--- src/rtl/bram_port_arbiter_pkg.sv ---
// rtl/bram_port_arbiter_pkg.sv - shared constants, state encoding and helpers for the BRAM port arbiter
package bram_arb_pkg;

  localparam logic [3:0] BRAM_WE_FULL = 4'hF;
  localparam logic [3:0] BRAM_WE_NONE = 4'h0;

  typedef enum logic [0:0] {
    ARB    = 1'b0,
    LOCKED = 1'b1
  } arb_state_e;

  // Never returns less than 1 so single-bit ids and counters stay legal.
  function automatic int clog2(input int n);
    int r;
    r = 1;
    while ((1 << r) < n) r++;
    return r;
  endfunction

endpackage

--- src/rtl/bram_port_arbiter_if.sv ---
// rtl/bram_port_arbiter_if.sv - requester handshake and BRAM port bundle
interface bram_port_arbiter_if #(
  parameter int NUM_REQ = 2,
  parameter int ADDR_W  = 32
);

  logic [NUM_REQ-1:0]        req_valid;
  logic [NUM_REQ-1:0]        req_we;
  logic [NUM_REQ-1:0]        req_lock;
  logic [NUM_REQ*ADDR_W-1:0] req_addr;
  logic [NUM_REQ*32-1:0]     req_wdata;
  logic [NUM_REQ-1:0]        req_ready;
  logic [NUM_REQ-1:0]        rsp_valid;
  logic [31:0]               rsp_rdata;
  logic [31:0]               BRAM_ADDR;
  logic [31:0]               BRAM_WRDATA;
  logic [3:0]                BRAM_WE;
  logic [31:0]               BRAM_RDDATA;

  modport slave (
    input  req_valid, req_we, req_lock, req_addr, req_wdata, BRAM_RDDATA,
    output req_ready, rsp_valid, rsp_rdata, BRAM_ADDR, BRAM_WRDATA, BRAM_WE
  );

  modport master (
    output req_valid, req_we, req_lock, req_addr, req_wdata, BRAM_RDDATA,
    input  req_ready, rsp_valid, rsp_rdata, BRAM_ADDR, BRAM_WRDATA, BRAM_WE
  );

endinterface

--- src/rtl/bram_port_arbiter_rr_picker.sv ---
// rtl/bram_port_arbiter_rr_picker.sv - combinational round-robin picker
// Searches from ptr+1 upward, wrapping, and returns the first set request.
module rr_picker
  import bram_arb_pkg::*;
#(
  parameter int NUM_REQ = 2,
  parameter int IDW     = clog2(NUM_REQ)
) (
  input  logic [NUM_REQ-1:0] req_i,
  input  logic [IDW-1:0]     ptr_i,
  output logic [NUM_REQ-1:0] grant_o,
  output logic [IDW-1:0]     id_o
);

  logic           found;
  logic [IDW-1:0] idx;

  always_comb begin
    grant_o = '0;
    id_o    = '0;
    found   = 1'b0;
    idx     = '0;
    for (int k = 1; k <= NUM_REQ; k++) begin
      idx = IDW'((int'(ptr_i) + k) % NUM_REQ);
      if (!found && req_i[idx]) begin
        found        = 1'b1;
        grant_o[idx] = 1'b1;
        id_o         = idx;
      end
    end
  end

endmodule

--- src/rtl/bram_port_arbiter.sv ---
// rtl/bram_port_arbiter.sv - round-robin BRAM port arbiter with burst locking
// Read responses are steered back to their issuer through an id-tagged pipeline.
module bram_port_arbiter
  import bram_arb_pkg::*;
#(
  parameter int NUM_REQ    = 2,
  parameter int RD_LATENCY = 1,
  parameter int MAX_BURST  = 64,
  parameter int ADDR_W     = 32
) (
  input  logic                aclk,
  input  logic                areset,
  bram_port_arbiter_if.slave  bus,
  output logic                busy
);

  localparam int IDW = clog2(NUM_REQ);
  localparam int CW  = clog2(MAX_BURST + 1);
  localparam logic [CW-1:0] LAST_BEAT = CW'(MAX_BURST - 1);

  arb_state_e          state_q, state_d;
  logic [IDW-1:0]      ptr_q, ptr_d, owner_q, owner_d, gnt_id;
  logic [CW-1:0]       burst_cnt_q, burst_cnt_d;
  logic [NUM_REQ-1:0]  owner_oh, eligible, gnt_raw, gnt;
  logic                accept, acc_we, acc_lock;
  logic [ADDR_W-1:0]   acc_addr;
  logic [31:0]         acc_wdata;
  logic [31:0]         addr_q, wdata_q;
  logic [3:0]          we_q;
  logic [RD_LATENCY:0] tag_v_q;
  logic [IDW-1:0]      tag_id_q [RD_LATENCY+1];

  assign owner_oh = NUM_REQ'(1) << owner_q;
  assign eligible = (state_q == LOCKED) ? (bus.req_valid & owner_oh) : bus.req_valid;

  rr_picker #(.NUM_REQ(NUM_REQ), .IDW(IDW)) u_picker (
    .req_i   (eligible),
    .ptr_i   (ptr_q),
    .grant_o (gnt_raw),
    .id_o    (gnt_id)
  );

  // Grants are suppressed while reset is held so req_ready reads 0 during reset.
  assign gnt           = areset ? '0 : gnt_raw;
  assign bus.req_ready = gnt;
  assign accept        = |gnt;
  assign acc_we        = bus.req_we[gnt_id];
  assign acc_lock      = bus.req_lock[gnt_id];
  assign acc_addr      = bus.req_addr[int'(gnt_id)*ADDR_W +: ADDR_W];
  assign acc_wdata     = bus.req_wdata[int'(gnt_id)*32 +: 32];

  always_comb begin
    state_d     = state_q;
    ptr_d       = ptr_q;
    owner_d     = owner_q;
    burst_cnt_d = burst_cnt_q;
    if (accept) begin
      ptr_d = gnt_id;
      unique case (state_q)
        ARB: begin
          if (acc_lock) begin
            state_d     = LOCKED;
            owner_d     = gnt_id;
            burst_cnt_d = CW'(1);
          end
        end
        LOCKED: begin
          if (!acc_lock) begin
            state_d     = ARB;
            burst_cnt_d = '0;
          end else if (burst_cnt_q == LAST_BEAT) begin
            // Burst window exhausted: yield only if someone else is waiting.
            burst_cnt_d = '0;
            if (|(bus.req_valid & ~owner_oh)) state_d = ARB;
          end else begin
            burst_cnt_d = burst_cnt_q + CW'(1);
          end
        end
        default: state_d = ARB;
      endcase
    end
  end

  always_ff @(posedge aclk or posedge areset) begin
    if (areset) begin
      state_q     <= ARB;
      ptr_q       <= '0;
      owner_q     <= '0;
      burst_cnt_q <= '0;
    end else begin
      state_q     <= state_d;
      ptr_q       <= ptr_d;
      owner_q     <= owner_d;
      burst_cnt_q <= burst_cnt_d;
    end
  end

  always_ff @(posedge aclk or posedge areset) begin
    if (areset) begin
      addr_q  <= '0;
      wdata_q <= '0;
      we_q    <= BRAM_WE_NONE;
    end else if (accept) begin
      addr_q  <= 32'(acc_addr);
      wdata_q <= acc_wdata;
      we_q    <= acc_we ? BRAM_WE_FULL : BRAM_WE_NONE;
    end else begin
      we_q    <= BRAM_WE_NONE;
    end
  end

  always_ff @(posedge aclk or posedge areset) begin
    if (areset) begin
      tag_v_q <= '0;
      for (int k = 0; k <= RD_LATENCY; k++) tag_id_q[k] <= '0;
    end else begin
      tag_v_q     <= {tag_v_q[RD_LATENCY-1:0], accept & ~acc_we};
      tag_id_q[0] <= gnt_id;
      for (int k = 1; k <= RD_LATENCY; k++) tag_id_q[k] <= tag_id_q[k-1];
    end
  end

  assign bus.BRAM_ADDR   = addr_q;
  assign bus.BRAM_WRDATA = wdata_q;
  assign bus.BRAM_WE     = we_q;
  assign bus.rsp_valid   = tag_v_q[RD_LATENCY] ? (NUM_REQ'(1) << tag_id_q[RD_LATENCY]) : '0;
  assign bus.rsp_rdata   = tag_v_q[RD_LATENCY] ? bus.BRAM_RDDATA : '0;
  assign busy            = (we_q != BRAM_WE_NONE) || (|tag_v_q);

endmodule

--- src/flat_wrapper.sv ---
// flat-port wrapper written by rule: the top's interface ports become plain ports
module bram_port_arbiter_flat import bram_arb_pkg::*;
#(
  parameter int NUM_REQ    = 2,
  parameter int RD_LATENCY = 1,
  parameter int MAX_BURST  = 64,
  parameter int ADDR_W     = 32
)
  (aclk, areset, busy, bus_req_valid, bus_req_we, bus_req_lock, bus_req_addr, bus_req_wdata, bus_BRAM_RDDATA, bus_req_ready, bus_rsp_valid, bus_rsp_rdata, bus_BRAM_ADDR, bus_BRAM_WRDATA, bus_BRAM_WE);
  bram_port_arbiter_if #(.NUM_REQ(NUM_REQ), .ADDR_W(ADDR_W)) bus_i ();
  input  logic aclk;
  input  logic areset;
  output logic busy;
  input wire logic [$bits(bus_i.req_valid)-1:0] bus_req_valid;
  input wire logic [$bits(bus_i.req_we)-1:0] bus_req_we;
  input wire logic [$bits(bus_i.req_lock)-1:0] bus_req_lock;
  input wire logic [$bits(bus_i.req_addr)-1:0] bus_req_addr;
  input wire logic [$bits(bus_i.req_wdata)-1:0] bus_req_wdata;
  input wire logic [$bits(bus_i.BRAM_RDDATA)-1:0] bus_BRAM_RDDATA;
  output wire logic [$bits(bus_i.req_ready)-1:0] bus_req_ready;
  output wire logic [$bits(bus_i.rsp_valid)-1:0] bus_rsp_valid;
  output wire logic [$bits(bus_i.rsp_rdata)-1:0] bus_rsp_rdata;
  output wire logic [$bits(bus_i.BRAM_ADDR)-1:0] bus_BRAM_ADDR;
  output wire logic [$bits(bus_i.BRAM_WRDATA)-1:0] bus_BRAM_WRDATA;
  output wire logic [$bits(bus_i.BRAM_WE)-1:0] bus_BRAM_WE;
  assign bus_i.req_valid = bus_req_valid;
  assign bus_i.req_we = bus_req_we;
  assign bus_i.req_lock = bus_req_lock;
  assign bus_i.req_addr = bus_req_addr;
  assign bus_i.req_wdata = bus_req_wdata;
  assign bus_i.BRAM_RDDATA = bus_BRAM_RDDATA;
  assign bus_req_ready = bus_i.req_ready;
  assign bus_rsp_valid = bus_i.rsp_valid;
  assign bus_rsp_rdata = bus_i.rsp_rdata;
  assign bus_BRAM_ADDR = bus_i.BRAM_ADDR;
  assign bus_BRAM_WRDATA = bus_i.BRAM_WRDATA;
  assign bus_BRAM_WE = bus_i.BRAM_WE;
  bram_port_arbiter #(.NUM_REQ(NUM_REQ), .RD_LATENCY(RD_LATENCY), .MAX_BURST(MAX_BURST), .ADDR_W(ADDR_W)) u_core (.aclk(aclk), .areset(areset), .bus(bus_i), .busy(busy));
endmodule
--- config.mk ---
export PLATFORM = sky130hd
export DESIGN_NAME = bram_port_arbiter_flat
export DESIGN_NICKNAME = d
export VERILOG_FILES = /design/src/rtl/bram_port_arbiter_pkg.sv /design/src/rtl/bram_port_arbiter_if.sv /design/src/rtl/bram_port_arbiter_rr_picker.sv /design/src/rtl/bram_port_arbiter.sv /design/src/flat_wrapper.sv
export SDC_FILE = /design/constraint.sdc
export NUM_CORES = 1
export LEC_CHECK = 0
export BUFFER_PORTS_ARGS = -buffer_cell sky130_fd_sc_hd__buf_2
export CAP_MARGIN = 20
export CORE_AREA = 2 2 105 107
export DETAILED_ROUTE_END_ITERATION = 16
export DIE_AREA = 0 0 107 109
export PLACE_DENSITY = 0.74
export SYNTH_ARGS = -nofsm -noshare
export SYNTH_HDL_FRONTEND = slang
export SYNTH_HIERARCHICAL = 1
export SYNTH_SLANG_ARGS = --single-unit
--- constraint.sdc ---
create_clock -name aclk -period 3.6 [get_ports aclk]
set_input_delay 0 -clock aclk [delete_from_list [all_inputs] [get_ports aclk]]
set_output_delay 0 -clock aclk [all_outputs]
set_load 0.02 [all_outputs]
==> impl.org, run 1 <==
** Detailed routing
- Dividing the detail-routed via count by the number of cells gives ~4.7.
- Post-detailed-route count of antenna-violating nets :: 0
- The routed design has 13.7 mm of wire.
- After detailed routing, the number of remaining DRC violations is 0.
- For this run, the detailed router's first-pass iteration total came to 5.
- After detailed routing, the average wire length per cell comes to about 15 microns.
- The first routing iteration left 186 violations.
- Overall via count from detail_route :: roughly 4,400

** Critical path
- Max Fanout on Critical Path :: a little under 70
- The startpoint identified for the worst register-to-register timing path is u_core/state_q.
- STA classifies the critical path endpoint as a flip-flop.
- In this run the worst setup path terminates at u_core/bus.BRAM_WRDATA[29].
- For the worst setup path, the data required time is about 3.8 ns.
- Critical Path Slowest Stage Cell :: sky130_fd_sc_hd__dlygate4sd3_1
- By startpoint and endpoint, the worst setup path is classified as reg -> reg.
- Maximum single-stage delay on the critical path :: 0.58 ns
- Setup slack of the most critical reg-to-reg path :: 0.92 ns
- Tracing the worst setup path back leads to its startpoint at u_core/state_q.
- The signal on the critical path passes through a21boi_0, a21boi_4, buf_12, mux2i_1, dlygate4sd3_1, o21ai_0.
- Worst reg2reg endpoint :: u_core/bus.BRAM_WRDATA[29]
- Critical Path Source Type :: flip-flop
- Counting cells, the worst reg-to-reg path comes to 6.
- Data arrives at the worst endpoint at between 2 and 3 ns.

** Place
- Routability-driven placement finished with a final weighted congestion of between 0.7 and 0.8.
- Buffers placed on the I/O ports in this run total 272.
- The placed instances occupy a cell area of roughly 0.0054 sq mm.
- Once detailed placement completed, the half-perimeter wirelength came to between 8 and 9 mm.

** Yosys
- Ys Warns :: 6
- Post-synth top area share :: 0.506
- Gate count of the mapped netlist :: about 390
- Count of different cell masters after synthesis :: 32
- Dividing the synthesized area by the synthesized cell count gives approximately 10 sq um.
- The number of nets in the synthesized netlist is about 560.
- Register bit total from synthesis :: between 70 and 80
- Biggest area contributors in the synthesized netlist :: sky130_fd_sc_hd__dfrtp_1, sky130_fd_sc_hd__mux2i_1, sky130_fd_sc_hd__nand2_1, sky130_fd_sc_hd__o21ai_0, sky130_fd_sc_hd__and2_1
- Cell Area, Synth :: around 0.004 sq mm
- Largest area contributor in the synthesized netlist :: sky130_fd_sc_hd__dfrtp_1
- For this run, the register share of the synthesized area comes to 0.506.

** Clocking
- Sink Count :: roughly 80
- Clock buffers created by TritonCTS :: 9
- The clock passes through at most 2 buffers.
- Post-cts repair resize count :: 0
- Buffer cell driving the clock tree root :: sky130_fd_sc_hd__clkbuf_8
- Clock-pin slew was measured on the worst setup and hold paths at ~0.080 ns.
- TritonCTS built the clock tree.
- The later pin in the worst-skew pair is clocked with a latency of 0.35 ns.
- The H-tree was split into 3 levels.

** Timing
- The count of endpoints failing hold in the final timing report is 0.
- Of the available clock period, the critical path in the final layout requires 0.745.
- Setup repair after global routing left no endpoint under its margin.
- For the pin with the worst max-slew slack, the measured transition is between 0.9 and 1 ns.
- In the final timing run, aggregate negative setup slack is 0 ns.
- Rel. slew slack :: 0.394
- Post-route clock skew :: between 0.01 and 0.015 ns
- Max Transition Viols Final :: 0
- Number of failing setup endpoints in the final timing report :: 0
- Derived from the worst setup path, the maximum achievable clock frequency is roughly 370 MHz.
- Subtracting the final worst setup slack from the clock period gives 2.68 ns.

** Outcome
- Run status :: completed

** Final layout
- The library cell used most frequently in the layout, excluding fill and tap cells, is sky130_fd_sc_hd__buf_2.
- The net count of the finished layout is 952.
- Of the cells placed in the final design, the portion with a size suffix greater than 1 is 0.382.
- Final design instance area without fill :: 0.00691 sq mm
- The area growth from synthesis to layout is 76.6%.
- The library cells used most frequently in the layout, excluding fill and tap cells, are sky130_fd_sc_hd__buf_2, sky130_fd_sc_hd__dlygate4sd3_1, sky130_fd_sc_hd__dfrtp_1.
- Number of diodes added for antenna fixing :: 0

** GRT
- Total overflow reported by the global router :: 0
- Antenna violations before repair :: 0
- Largest net degree at the start of global routing :: 83
- For this run, the total global-route usage over all layers was measured as 0.226.
- The first global-routing pass estimated between 20 and 25 mm of wire.
- The number of global-route vias before repair came to between 4,000 and 5,000.

** Pwr
- Summed over all cells, the static leakage comes to around 0.0036 uW.
- IR analysis of the VDD net gives a maximum drop of ~340 uV.
- For this design the ratio of total power to cell area is ~650 mW/mm^2.

** Floorplan
- The die covers 0.0117 sq mm.
- Horizontal die dimension :: approximately 110 microns
- Core area :: roughly 0.011 sq mm
- The initialized floorplan defines 38 standard-cell rows.
- The die is ~110 microns tall.
- In this run the count of I/O pins placed on the die edge is ~270.
- Starting Density :: 0.369

** Run
- Total of max-cap violations :: 0

** Worst hold path
- The path class of the tightest hold or removal check is in -> reg.
==> cell usage after synthesis (all sizes together) <==
master	instances
nand3	4
a21boi	5
o21a	1
inv	3
dfrtp	79
nor2b	3
buf	17
nor2	4
mux2i	65
or4	1
nand2	76
o31ai	1
a22o	1
or3	1
a21o	1
and2b	1
nor3	3
and2	35
a211oi	1
mux2	5
clkbuf	11
o21ba	1
ha	1
a21oi	3
o21bai	1
o21ai	69
==> how the worst min path moves through the flow <==
stage | startpoint | to | cells past startpoint
2_1_floorplan | areset | bus_req_ready[0] | 1
5_1_grt | bus_req_we[0] | u_core/tag_v_q[0] | 3
6_report | bus_req_we[0] | u_core/tag_v_q[0] | 3
4_1_cts | bus_req_we[0] | u_core/tag_v_q[0] | 3
3_5_place_dp | areset | u_core/tag_id_q[0] | 2
3_3_place_gp | areset | u_core/tag_id_q[0] | 2
==> stage by stage <==
| stage | hold WS [ns] | cells | util | power [uW] | setup slack, ns |
|---|---|---|---|---|---|
| floorplan | 0.0781 | 393 | - | 2770 | 1.53 |
| global placement | 0.245 | 781 | 0.507 | 3400 | 1.36 |
| detailed placement | 0.261 | 781 | 0.507 | 3460 | 1.22 |
| CTS | 0.00566 | 928 | 0.651 | 4480 | 1.02 |
| global route | 0.0181 | 928 | 0.651 | 4780 | 0.808 |
| finish | 0.0108 | 928 | 0.651 | 4500 | 0.919 |
==> repair_timing <==
action                    4_1_cts  5_1_grt
hold buffers                  131        0
buffers inserted                0        0
hold endpoints to repair      116        0
==> critical path, delay by kind of cell, from the launching register on <==
kind / cells / cell delay (ns)
buffers and inverters: 2 / 1.00
DFF: 1 / 0.46
muxes: 1 / 0.28
AOI/OAI and AO/OA: 3 / 0.72
==> final cells by class <==
| type | instances | area (sq um) |
|---|---|---|
| Clock buffer | 11 | 141 |
| Clock inverter | 5 | 81.3 |
| Fill cell | 838 | 3700 |
| Inverter | 3 | 12.5 |
| Multi-Input combinational cell | 283 | 1800 |
| Sequential cell | 79 | 1980 |
| Tap cell | 140 | 175 |
| Timing Repair Buffer | 407 | 2720 |
==> sequential cells by signal, indices dropped and copies added (netlist names) <==
signal,flops
u_core/state_q,1
u_core/owner_q,1
u_core/ptr_q,1
u_core/burst_cnt_q,7
u_core/bus.BRAM_WRDATA,32
u_core/bus.BRAM_ADDR,32
u_core/tag_id_q,2
u_core/tag_v_q,2
u_core/bus.BRAM_WE,1
==> power by group <==
part / switching (uW) / internal [uW]
clock: 319 / 410
sequential: 246 / 1270
combinational: 1290 / 954
total: 1860 / 2640
==> layer usage <==
| metal | track usage | wire length (microns) | vias to the layer above |
|---|---|---|---|
| li1 | - | - | 2114 |
| met1 | 0.228 | 4900 | 2035 |
| met3 | 0.0454 | 916 | 34 |
| met2 | 0.443 | 7550 | 202 |
| met5 | 0 | 0 | - |
| met4 | 0.105 | 333 | 0 |
==> logic make-up after synthesis <==
group                    synth area share
AND/OR/NAND/NOR                     0.153
AO/OA/AOI/OAI                       0.120
flip-flops                          0.506
multiplexers                        0.182
buffers and inverters              0.0362
adder cells (fa/ha/maj)           0.00320
Power figures use the tool's default switching activity.
==> run 2: changes to the inputs <==
Settings changed: CORE_AREA 2 2 105 107 to 2 2 106 108, DIE_AREA 0 0 107 109 to 0 0 108 110, PLACE_DENSITY 0.74 to 0.72.
Clock period 3.6 ns to 2.5 ns, I/O delays scaled along.
==> run 2 against run 1 <==
Fmax up 12%. Clock power grew 37%. Register-to-register slack got worse by 0.82 ns. Cell area grew 0.40%. Cell count did not move. Largest power group unchanged. Highest routed layer unchanged.
==> impl.org, run 2 (same netlist as run 1, synthesis figures left out) <==
** GRT
- Global-route usage over all layers :: 0.225 (was 0.226)
- Total overflow reported by the global router :: 0 (unchanged)
- Via count of the first global-routing pass :: 4,466 (was 4,388)
- The number of antenna violations at the first check in global routing came to 0 (unchanged).
- The pin count of the biggest net entering global routing is 72 (was 83).
- Wire length of the first global-routing pass :: 20.7 mm (was 20.5 mm)

** Final layout
- The share of post-route cells with drive strength above 1 is 0.388 (was 0.382).
- The area growth from synthesis to layout came to 77.3% (was 76.6%).
- Commonest non-fill, non-tap cell in the layout :: sky130_fd_sc_hd__buf_2 (unchanged)
- Layout net count :: 952 (unchanged)
- Number of diodes added for antenna fixing :: 0 (unchanged)
- Top library cells by usage in the layout, fill and taps aside: sky130_fd_sc_hd__buf_2, sky130_fd_sc_hd__dlygate4sd3_1, sky130_fd_sc_hd__dfrtp_1 (unchanged).
- The area occupied by multi-input gates was 0.00180 sq mm (unchanged).
- Count of filler cells inserted in the layout :: 820 (was 838)
- The area used by sequential logic in the layout came to 0.00198 sq mm (unchanged).

** Clocking
- The number of CTS-inserted buffers came to 9 (unchanged).
- CTS tree :: done (unchanged)
- Sink Count :: 79 (unchanged)
- The clock transition at the register clock pins on the worst setup and hold paths after CTS came to 0.08 ns (about the same).
- Buffer cell driving the clock tree root :: sky130_fd_sc_hd__clkbuf_8 (unchanged)
- Clock H-tree levels :: 3 (unchanged)
- Clock tree buffer depth :: 2 (unchanged)
- Clock latency on the worst-skew pair :: 0.35 ns (about the same)

** Critical path
- The worst endpoint data arrival time is 2.63 ns (was 2.87 ns).
- The critical path class is reg -> reg (unchanged).
- The critical path data required time came to 2.73 ns (was 3.79 ns).
- The startpoint type of the worst setup path is a flip-flop (unchanged).
- Type of element capturing the critical path :: flip-flop (unchanged)
- The maximum fanout along the worst path was 17 (was 68).

** Timing
- Final Critical Period :: 2.40 ns (was 2.68 ns)
- Final count of hold timing violations :: 0 (unchanged)
- Post-route clock skew :: 0.0111 ns (was 0.0101 ns)
- The measured slew at the worst slew-check pin is 0.750 ns (was 0.908 ns).
- RSZ-0062 raised after global routing :: no (unchanged)
- Max Transition Viols Final :: 0 (unchanged)
- The final setup violation count is 0 (unchanged).
- Sum of negative setup slack :: 0 ns (unchanged)
- Maximum clock frequency :: 416 MHz (was 373 MHz)
- The post-route fraction of the period consumed by the critical path came to 0.961 (was 0.745).
- The worst slew margin relative to its limit came to 0.500 (was 0.394).

** Pwr
- The areal power density over the cells was 924 mW/mm^2 (was 651 mW/mm^2).
- Post-route total power :: 6410 uW (was 4500 uW)
- The proportion of power drawn by combinational gates was 0.503 (was 0.500).
- Leak :: 0.00362 uW (was 0.00359 uW)
- The switching share of power came to 0.423 (was 0.413).
- Portion of total power attributed to sequential cells :: 0.341 (was 0.338)
- Net switching power :: 2710 uW (was 1860 uW)
- Internal power :: 3690 uW (was 2640 uW)
- Peak supply drop :: 581 uV (was 341 uV)
- Clock share of power :: 0.156 (was 0.162)

** Worst hold path
- Worst min-delay path category :: in -> reg (unchanged)

** Detailed routing
- Wire length on met3 :: 928 microns (was 916 microns)
- Overall via count from detail_route :: 4,391 (was 4,385)
- The count of TritonRoute iterations in the first routing pass was 4 (was 5).
- The routed via count divided by cell count was 4.73 (about the same).
- Number of DRC violations after detailed routing :: 0 (unchanged)
- The routed wire length per instance was 15.8 microns (was 14.8 microns).
- Drt first-iter violations :: 179 (was 186)
- The topmost layer with routed signal wires is met4 (unchanged).
- The remaining antenna violation count after routing came to 0 (unchanged).
- The final wirelength is 14.7 mm (was 13.7 mm).
- The wire length on met2 was 7.88 mm (was 7.55 mm).
- Wire length the detailed router placed on met1 :: 5.38 mm (was 4.90 mm)

** Floorplan
- Horizontal die dimension :: 108 microns (was 107 microns)
- Die Span Y :: 110 microns (was 109 microns)
- Core area :: 0.0107 sq mm (was 0.0106 sq mm)
- The number of I/O pins came to 273 (unchanged).
- The die footprint was 0.0119 sq mm (was 0.0117 sq mm).
- The starting density of the core was 0.365 (was 0.369).
- # rows :: 38 (unchanged)

** Place
- HPWL after detailed placement :: 8.17 mm (was 8.08 mm)
- The number of input and output port buffers inserted came to 272 (unchanged).
- The global placement routability congestion was 0.788 (was 0.797).

** Run
- Total of max-cap violations :: 0 (unchanged)

** Outcome
- Run status :: completed (unchanged)
run 2: layout make-up:
class | instances | area share
inverters | 3 | 0.00180
repair buffers | 407 | 0.398
flip-flops and latches | 79 | 0.285
clock buffers | 13 | 0.0244
multi-input cells | 283 | 0.260
clock inverters | 3 | 0.00578
well taps | 140 | 0.0253
run 2: through the flow:
step,worst slack [ns],instance area (sq um),util,cells,hold slack [ns]
floorplan,0.428,3910,-,393,0.0781
global placement,0.315,5420,0.506,782,0.122
detailed placement,0.194,5420,0.506,782,0.134
CTS,0.0231,6890,0.644,924,0.0000847
global route,0.0137,6930,0.648,928,0.0256
finish,0.0975,6930,0.648,928,0.0129
run 2: layer usage:
| metal | vias up | global-route usage |
|---|---|---|
| met5 | - | 0 |
| met1 | 2037 | 0.226 |
| met3 | 40 | 0.0541 |
| met4 | 0 | 0.108 |
| li1 | 2108 | - |
| met2 | 206 | 0.434 |
run 2: worst paths after layout:
check                                    from                          to  slack, ns  cells past startpoint
setup / recovery               u_core/state_q    u_core/bus.BRAM_ADDR[24]        0.1                      7
hold / removal               bus_req_addr[11]    u_core/bus.BRAM_ADDR[11]       0.01                      3
setup reg to reg               u_core/state_q    u_core/bus.BRAM_ADDR[24]        0.1                      7
hold reg to reg            u_core/tag_id_q[1]          u_core/tag_id_q[0]       0.36                      0
max in group asynchronous              areset  u_core/bus.BRAM_WRDATA[20]       1.54                      4
min in group asynchronous              areset                u_core/ptr_q       0.30                      3
run 2: timing repair:
item	CTS	global route
hold buffers	126	0
gates resized for setup	0	5
setup endpoints to repair	0	30
setup buffers	0	2
hold endpoints to repair	95	0
run 2: power by group through the flow:
stage,combinational (uW),clock (uW),sequential (uW)
2_1_floorplan,1210,0,2780
6_report,3220,999,2190
3_5_place_dp,2840,0,2190
5_1_grt,3460,1080,2260
4_1_cts,3090,1020,2180
3_3_place_gp,2770,0,2170
run 2: worst max-delay path: stages (launching register included):
cell                            delay, ns
sky130_fd_sc_hd__dfrtp_1             0.46
sky130_fd_sc_hd__a21boi_0            0.20
sky130_fd_sc_hd__buf_4               0.18
sky130_fd_sc_hd__a21boi_4            0.24
sky130_fd_sc_hd__clkbuf_16           0.27
sky130_fd_sc_hd__mux2i_1             0.27
sky130_fd_sc_hd__dlygate4sd3_1       0.57
sky130_fd_sc_hd__o21ai_0             0.07
